`src/rtl/riscv_debug_pkg.sv`:
```
// Shared command/state encodings and trace-record layout for the riscv_i16 debug tracer.
// A record is packed {multi, idx, pc, value} with value in the low bits.
package riscv_debug_pkg;

    typedef enum logic [1:0] {
        CMD_HALT  = 2'b00,
        CMD_RUN   = 2'b01,
        CMD_STEP  = 2'b10,
        CMD_CLEAR = 2'b11
    } cmd_e;

    typedef enum logic [1:0] {
        ST_HALTED   = 2'b00,
        ST_RUNNING  = 2'b01,
        ST_STEPPING = 2'b10
    } state_e;

    function automatic int rec_width(input int idx_w, input int pc_w, input int reg_w);
        return 1 + idx_w + pc_w + reg_w;
    endfunction

    function automatic int rec_pc_lsb(input int reg_w);
        return reg_w;
    endfunction

    function automatic int rec_idx_lsb(input int pc_w, input int reg_w);
        return reg_w + pc_w;
    endfunction

    function automatic int rec_multi_bit(input int idx_w, input int pc_w, input int reg_w);
        return reg_w + pc_w + idx_w;
    endfunction

endpackage

```
`src/rtl/trace_fifo.sv`:
```
// Synchronous show-ahead FIFO with flush. A push on a full FIFO is taken only
// when a pop happens in the same cycle.
module trace_fifo #(
    parameter int WIDTH = 36,
    parameter int DEPTH = 16,
    localparam int AW = $clog2(DEPTH)
) (
    input  logic             clk,
    input  logic             reset,
    input  logic             flush,
    input  logic             push,
    input  logic             pop,
    input  logic [WIDTH-1:0] wdata,
    output logic [WIDTH-1:0] rdata,
    output logic             full,
    output logic             empty,
    output logic [AW:0]      count
);

    logic [WIDTH-1:0] mem [DEPTH];
    logic [AW-1:0]    wr_ptr;
    logic [AW-1:0]    rd_ptr;
    logic             do_push;
    logic             do_pop;

    assign full    = (count == (AW+1)'(DEPTH));
    assign empty   = (count == '0);
    assign do_pop  = pop && !empty;
    assign do_push = push && (!full || do_pop);
    assign rdata   = mem[rd_ptr];

    always_ff @(posedge clk) begin
        if (reset || flush) begin
            wr_ptr <= '0;
            rd_ptr <= '0;
            count  <= '0;
        end else begin
            if (do_push) wr_ptr <= wr_ptr + 1'b1;
            if (do_pop)  rd_ptr <= rd_ptr + 1'b1;
            case ({do_push, do_pop})
                2'b10:   count <= count + 1'b1;
                2'b01:   count <= count - 1'b1;
                default: count <= count;
            endcase
        end
    end

    // Storage is not reset; only pointers define validity.
    always_ff @(posedge clk) begin
        if (do_push && !flush && !reset) mem[wr_ptr] <= wdata;
    end

endmodule

```
`src/rtl/riscv_debug_tracer.sv`:
```
// Run-control (HALT/RUN/STEP-N) and register-write trace for the riscv_i16 core.
// Command handshake: a command is taken on any edge where CmdValid && CmdReady.
module riscv_debug_tracer
    import riscv_debug_pkg::*;
#(
    parameter int REG_WIDTH  = 16,
    parameter int NUM_REGS   = 8,
    parameter int PC_WIDTH   = 16,
    parameter int DEPTH      = 16,
    parameter int STEP_WIDTH = 16,
    localparam int IDX_W = $clog2(NUM_REGS),
    localparam int REC_W = rec_width(IDX_W, PC_WIDTH, REG_WIDTH),
    localparam int CNT_W = $clog2(DEPTH) + 1
) (
    input  logic                          Clk,
    input  logic                          Reset,
    input  logic [NUM_REGS*REG_WIDTH-1:0] DebugData,
    input  logic [PC_WIDTH-1:0]           PC,
    input  logic                          CmdValid,
    output logic                          CmdReady,
    input  logic [1:0]                    CmdOp,
    input  logic [STEP_WIDTH-1:0]         CmdCount,
    output logic                          CpuEnable,
    output logic                          Halted,
    output logic                          TraceValid,
    input  logic                          TraceReady,
    output logic [REC_W-1:0]              TraceData,
    output logic                          Overflow,
    output state_e                        DbgState,
    output logic [CNT_W-1:0]              DbgCount
);

    state_e                        state;
    logic [STEP_WIDTH-1:0]         step_cnt;
    logic                          cmd_fire;
    logic                          clear_fire;
    logic [NUM_REGS*REG_WIDTH-1:0] shadow;
    logic                          primed;
    logic [NUM_REGS-1:0]           mask;
    logic [IDX_W-1:0]              rec_idx;
    logic [REG_WIDTH-1:0]          rec_val;
    logic                          rec_multi;
    logic                          record;
    logic                          fifo_full;
    logic                          fifo_empty;
    logic                          pop;
    logic                          push;

    assign cmd_fire   = CmdValid && CmdReady;
    assign clear_fire = cmd_fire && (CmdOp == CMD_CLEAR);
    assign DbgState   = state;

    always_ff @(posedge Clk) begin
        if (Reset) begin
            state     <= ST_HALTED;
            step_cnt  <= '0;
            CpuEnable <= 1'b0;
            Halted    <= 1'b1;
            CmdReady  <= 1'b1;
        end else begin
            case (state)
                ST_HALTED: begin
                    if (cmd_fire && CmdOp == CMD_RUN) begin
                        state     <= ST_RUNNING;
                        CpuEnable <= 1'b1;
                        Halted    <= 1'b0;
                    end else if (cmd_fire && CmdOp == CMD_STEP && CmdCount != '0) begin
                        state     <= ST_STEPPING;
                        step_cnt  <= CmdCount;
                        CpuEnable <= 1'b1;
                        Halted    <= 1'b0;
                        CmdReady  <= 1'b0;
                    end
                end
                ST_RUNNING: begin
                    if (cmd_fire && CmdOp == CMD_HALT) begin
                        state     <= ST_HALTED;
                        CpuEnable <= 1'b0;
                        Halted    <= 1'b1;
                    end
                end
                ST_STEPPING: begin
                    // The cycle that finishes the last enabled step drops CpuEnable.
                    if (step_cnt == STEP_WIDTH'(1)) begin
                        state     <= ST_HALTED;
                        step_cnt  <= '0;
                        CpuEnable <= 1'b0;
                        Halted    <= 1'b1;
                        CmdReady  <= 1'b1;
                    end else begin
                        step_cnt <= step_cnt - 1'b1;
                    end
                end
                default: begin
                    state     <= ST_HALTED;
                    step_cnt  <= '0;
                    CpuEnable <= 1'b0;
                    Halted    <= 1'b1;
                    CmdReady  <= 1'b1;
                end
            endcase
        end
    end

    always_ff @(posedge Clk) begin
        shadow <= DebugData;
        if (Reset) primed <= 1'b0;
        else       primed <= 1'b1;
    end

    // Lowest changed register wins; the loop runs high-to-low so the last hit is the lowest.
    always_comb begin
        mask    = '0;
        rec_idx = '0;
        rec_val = '0;
        for (int i = 0; i < NUM_REGS; i++) begin
            mask[i] = primed && (DebugData[i*REG_WIDTH +: REG_WIDTH] != shadow[i*REG_WIDTH +: REG_WIDTH]);
        end
        for (int i = NUM_REGS - 1; i >= 0; i--) begin
            if (mask[i]) begin
                rec_idx = IDX_W'(i);
                rec_val = DebugData[i*REG_WIDTH +: REG_WIDTH];
            end
        end
    end

    assign rec_multi  = |(mask & (mask - 1'b1));
    assign record     = |mask;
    assign TraceValid = !fifo_empty;
    assign pop        = TraceValid && TraceReady;
    assign push       = record && !clear_fire;

    always_ff @(posedge Clk) begin
        if (Reset || clear_fire) Overflow <= 1'b0;
        else if (push && fifo_full && !pop) Overflow <= 1'b1;
    end

    trace_fifo #(
        .WIDTH (REC_W),
        .DEPTH (DEPTH)
    ) u_fifo (
        .clk   (Clk),
        .reset (Reset),
        .flush (clear_fire),
        .push  (push),
        .pop   (pop),
        .wdata ({rec_multi, rec_idx, PC, rec_val}),
        .rdata (TraceData),
        .full  (fifo_full),
        .empty (fifo_empty),
        .count (DbgCount)
    );

endmodule

```
`config.mk`:
```
export PLATFORM = sky130hd
export DESIGN_NAME = riscv_debug_tracer
export DESIGN_NICKNAME = d
export VERILOG_FILES = /design/src/rtl/riscv_debug_pkg.sv /design/src/rtl/trace_fifo.sv /design/src/rtl/riscv_debug_tracer.sv
export SDC_FILE = /design/constraint.sdc
export NUM_CORES = 1
export LEC_CHECK = 0
export CAP_MARGIN = 5
export CORE_MARGIN = 2
export CORE_UTILIZATION = 53
export DETAILED_ROUTE_END_ITERATION = 7
export PLACE_DENSITY = 0.76
export REMOVE_ABC_BUFFERS = 1
export SETUP_SLACK_MARGIN = 0.05
export SYNTH_ARGS = -nofsm -noshare
export SYNTH_HDL_FRONTEND = slang
export SYNTH_SLANG_ARGS = --single-unit
```
`constraint.sdc`:
```
create_clock -name Clk -period 3 [get_ports Clk]
set_clock_uncertainty 0.2 [all_clocks]
set_input_delay 0.3 -clock Clk [delete_from_list [all_inputs] [get_ports Clk]]
set_output_delay 0.3 -clock Clk [all_outputs]
set_load 0.05 [all_outputs]
```
* After elaboration in Yosys (flattened, before gate mapping)
Memory sizes are Yosys's and may differ from the RTL's. A register that Yosys moved wholly into a read port is not among the register bits. Index checks and enable logic that the tools add are counted.
Word-level totals: memories kept 1, flip-flop bits (word level) 164, memory bits (writable) 576, word-level logic and storage cells 124
Cells by class: reductions and logical operators 39, equal/unequal tests 22, multiplexer cells 43, bitwise logic cells 2, add/sub/neg operators 6
Memories:
- u_fifo.mem | words 16, width 36, rd ports 1, clocked after memory_dff 1, wr ports 1, RTL line trace_fifo.sv:20 | logic [WIDTH-1:0] mem [DEPTH];
Operators with widths (number):
- 16-bit two-way mux | 11
- 16-bit inequality test | 8
- 16-bit one-hot mux with 3 select lines | 1
- 3-bit two-way mux | 8
- 1-bit logical AND | 22
- 16-bit by 1-bit equality test with 1-bit output, second input constant | 1
- 16-bit nonzero test | 1
- 8-bit OR reduction | 2
- 16-bit by 1-bit subtractor with 16-bit output, second input constant | 1
- 1-bit two-way mux | 12
- 5-bit one-hot mux with 2 select lines | 1
- 1-bit one-hot mux with 3 select lines | 3
- 4-bit by 1-bit adder with 4-bit output, second input constant | 2
- 8-bit bitwise AND | 1
- 2-bit equality test, second input constant | 4
- 2-bit two-way mux | 4
- 4-bit two-way mux | 2
- 2-bit inequality test, second input constant | 4
- 8-bit by 1-bit subtractor with 8-bit output, second input constant | 1
- 2-bit by 1-bit equality test with 1-bit output, second input constant | 3
- 2-bit one-hot mux with 3 select lines | 1
- 3-bit AND reduction | 2
- 5-bit by 1-bit adder with 5-bit output, second input constant | 1
- 5-bit equality test, second input constant | 1
- 9 further kinds | 15

* Depth between registers and ports, before layout
word-level depth 10, mapped depth 12

* Modules after synthesis
From an unflattened synthesis, not the netlist that was laid out.
Unflattened totals: cells, all modules 1651, area total of the unflattened synthesis 29034.1 um2
Modules (own cells, without submodules):
- trace_fifo | instances 1, cells an instance 1012, seq. area each 17636.9 um2, area each 22545.4 um2
- riscv_debug_tracer | instances 1, cells an instance 639, seq. area each 3022.9 um2, area each 6488.7 um2

* Worst setup path before layout
No wires, ideal clock.
path type reg-to-reg, start point reg u_fifo.count[1], end point mem u_fifo.mem[3][0] (enable), data required time 2.403 ns, slack -0.382 ns, cell stages (with the launch flop) 8, arrival 2.785 ns, path through dfxtp_1 or3_4 or4b_1 nand3_1 a21oi_2 and2_4 clkbuf_1 and3_1
Between the ends: longest elaborated chain between the ends 10, elaborated cells on any way between the ends 12
Ends and longest elaborated chain:
- start, declared | RTL line trace_fifo.sv:17 | output logic [AW:0] count
- start signal, assigned | RTL line trace_fifo.sv:41 | 2'b10: count <= count + 1'b1;
- start signal, assigned | RTL line trace_fifo.sv:42 | 2'b01: count <= count - 1'b1;
- start signal, assigned | RTL line trace_fifo.sv:43 | default: count <= count;
- 5-bit zero test | RTL line trace_fifo.sv:27 | assign empty = (count == '0);
- 1-bit zero test | RTL line trace_fifo.sv:28, riscv_debug_tracer.sv:129
- 1-bit logical AND | RTL line riscv_debug_tracer.sv:130 | assign pop = TraceValid && TraceReady;
- 1-bit logical AND | RTL line trace_fifo.sv:28 | assign do_pop = pop && !empty;
- 1-bit logical OR (*) | RTL line trace_fifo.sv:29 | assign do_push = push && (!full || do_pop);
- 1-bit logical AND (*) | RTL line trace_fifo.sv:29
- 1-bit logical AND (*) (2 in series) | RTL line trace_fifo.sv:50 | if (do_push && !flush && !reset) mem[wr_ptr] <= wdata;
- 1-bit two-way mux (*) | RTL line trace_fifo.sv:50
- 1-bit two-way mux (implied by the code) (*) | RTL line trace_fifo.sv:50
- end, declared | RTL line trace_fifo.sv:20
Every way passes the cells marked *; elsewhere a longest branch is shown, timed or not.

==> summary.md <==
| Metric | Value |
|---|---|
| Ys Warns | `0` |
| Largest net degree at the start of global routing | `64` |
| Synth Area per Inst | `18.18 um^2` |
| Outcome | `finished with violations` |
| Clk Tree Root Cell | `clkbuf_16` |
| Failing checks | `setup timing` |
| Pins over their slew limit | `0` |
| Top_reg_cell synth | `edfxtp_1` |
| Setup TNS | `-62760 ps` |
| Vias in the first global route | `18740` |
| Sequential-to-total area share from yosys stat | `71.29%` |
| GPL Wtd Cong | `0.9187` |
| Count of unique library cells instantiated by Yosys | `62` |
| TritonCTS buffer count | `74` |
| Dominant cells by area after synthesis | `edfxtp_1 60%, mux4_2 14%, dfxtp_1 12%, xor2_1 3.7%, nand2_1 0.88%` |
| Reg2reg setup slack | `-220 ps` |
| Final wirelength | `93.81 mm` |
| DRC viols | `0` |
| Minimum clock period | `3310 ps` |
| Synthesis-to-finish area growth | `35.92%` |
| Pwr dens | `713.6 mW/mm^2` |
| Worst skew pair latency | `620 ps` |
| Final setup fails | `712` |
| Post-synth EDFFs | `576` |
| Fin crit share | `110.3%` |
| Yosys top cell by area | `edfxtp_1` |
| Final WS setup | `-309.8 ps` |
| Clock net sink count | `744` |
| Crit end category | `output pin` |
| Crit path DAT | `2810 ps` |
| Worst min path class | `in -> reg` |
| Mapped Area | `0.02898 mm^2` |
| Max-cap violations | `0` |
| Ports | `214` |
| TritonRoute pass-1 iters | `5` |
| Min-Delay Path Depth | `1` |
| CTS H-tree lvls | `3` |
| Worst EP required | `2500 ps` |
| Finished Core Util | `73.05%` |
| Global-route wire length before repair | `126.0 mm` |
| Leak | `0.01368 uW` |
| Starting Density | `53.75%` |
| Post-route ant nets | `0` |
| Post-Synthesis Cells | `1594` |
| Std-Cell Core Area | `0.05392 mm^2` |
| Actual slew at the worst max-slew pin | `1095 ps` |
| Peak Freq | `0.3021 GHz` |
| Vias | `18680` |
| Initial antenna violation count | `2` |
| FP Rows | `85` |
| Max transition margin | `27.00%` |
| GRT overflow | `0` |
| Reg clk slew, reported paths | `60 ps` |
| GRT Util Overall | `31.30%` |
| Crit path kind | `reg -> out` |
| Async set or reset register ratio after synthesis | `0%` |
| Drt via density | `6.394` |
| Total die area | `0.05657 mm^2` |
| Crit Path Max Fanout | `12` |
| WL/cell | `32.10 um` |
| Final hold slack | `39.91 ps` |
| DP HPWL | `47.65 mm` |
| RSZ-0062 raised after global routing | `true` |
| Synthesized flop and latch total | `744` |
| Die Y | `237.8 um` |
| CP Launch Type | `flip-flop` |
| Final hold violation count | `0` |
| Initial DRC count | `2253` |
| CTS tree | `done` |
| CTS Buffer Depth | `3` |
| VDD IR max | `0.4656 mV` |
| Layout Nets | `2343` |
| Layout cells sized above 1 | `36.40%` |
| PortBufs | `213` |
| Pre-CTS WS | `-1002 ps` |
| DIE WIDTH | `237.8 um` |
| Reg2Reg Depth | `13` |
| Yosys top cell area share | `59.68%` |
## cell usage in the layout, fill, tap and decap left out, types with 12 or more instances in the layout
master / count
nand2_1: 56
nand4_1: 14
xor2_1: 120
nor2_1: 46
mux4_2: 180
buf_4: 189
inv_1: 26
xnor2_1: 26
dfxtp_1: 161
a21oi_1: 33
nor4_1: 24
buf_12: 58
a22o_1: 14
buf_16: 31
clkbuf_1: 16
buf_8: 19
clkdlybuf4s50_1: 176
a22oi_1: 23
o221ai_2: 13
edfxtp_1: 576
nand2_2: 12
buf_6: 75
clkbuf_16: 94
and3_4: 12
clkinv_2: 16
o21ai_0: 25
## critical path, stage by stage, from the launching register on
cell     delay [ps]
dfxtp_4         430
buf_8           210
buf_16          190
mux4_2          580
mux4_2          550
buf_4           220
## through the flow
step | area, um^2 | cells | power, uW
final | 39390 | 2922 | 28110
after global placement | 33970 | 2684 | 17320
after CTS | 38400 | 2887 | 27120
after global routing | 39390 | 2922 | 28840
after detailed placement | 33970 | 2684 | 17430
after floorplan | 28700 | 1522 | 14910
## power by group
part | internal [uW] | total (uW) | switching [uW]
Clock | 5150 | 9240 | 4090
Combinational | 3690 | 7320 | 3630
Sequential | 11400 | 11500 | 175
## cells in the mapped netlist, types with 6 or more instances
cell type and instances:
edfxtp_1 576, mux4_2 180, dfxtp_1 168, xor2_1 122
nand2_1 68, clkbuf_1 50, a21oi_1 48, nor2_1 47
o21ai_0 43, nor4_1 35, a22oi_1 32, inv_1 26
xnor2_1 26, o221ai_1 16, a22o_1 14, nand4_1 14
and3_1 12, buf_1 12, buf_2 10, ha_1 9
o21ai_1 8, mux2i_1 6, nand3_1 6, nor3_1 6
## kinds of logic (layout without fill, tap and decap cells)
family          Yosys count  in the layout  share of synthesized area, %
flops                   744            744                         71.29
simple gates            223            225                         4.119
mux                     187            187                         14.25
compound gates          184            184                         4.136
xor+xnor                148            148                         4.473
buf+inv                  98            727                         1.312
fa+ha+maj                10             10                        0.4231
other cells               0              1                             0
## path summary, 6_finish.rpt
kind,startpoint,to
hold reg to reg,Overflow,Overflow
setup / recovery,flip-flop,TraceData[35]
setup reg to reg,shadow[118],u_fifo.count[4]
hold / removal,DebugData[108],shadow[108]
## layout make-up
| cell class | count | area [um^2] |
|---|---|---|
| diodes | 1 | 2.502 |
| clock buffers | 98 | 2033 |
| clock inverters | 35 | 316.6 |
| fillers | 3022 | 14530 |
| inverters | 26 | 97.59 |
| multi-input cells | 754 | 8587 |
| flip-flops and latches | 744 | 20670 |
| well taps | 696 | 870.8 |
| repair buffers | 568 | 6809 |
## sequential cells by signal, summed over array words and instances, names as in the netlist, 2 cells and up, named ones only
signal / count
u_fifo.mem: 576
u_fifo.rd_ptr: 4
shadow: 128
u_fifo.count: 5
step_cnt: 16
DbgState: 2
u_fifo.wr_ptr: 4
## routing by layer
| layer | wire [um] | global-route usage (%) |
|---|---|---|
| met2 | 46950 | 54.68 |
| met4 | 6048 | 14.62 |
| met1 | 32960 | 37.80 |
| met5 | 13 | 0 |
| met3 | 7840 | 5.923 |
## what timing repair did
item / in CTS / in global routing
buffers inserted: 30 / 19
setup endpoints to repair: 905 / 878
gates resized for setup: 219 / 130
hold buffers: 0 / 0
gates cloned: 41 / 28
pin swaps: 29 / 37
(Power assumes the default switching activity.)
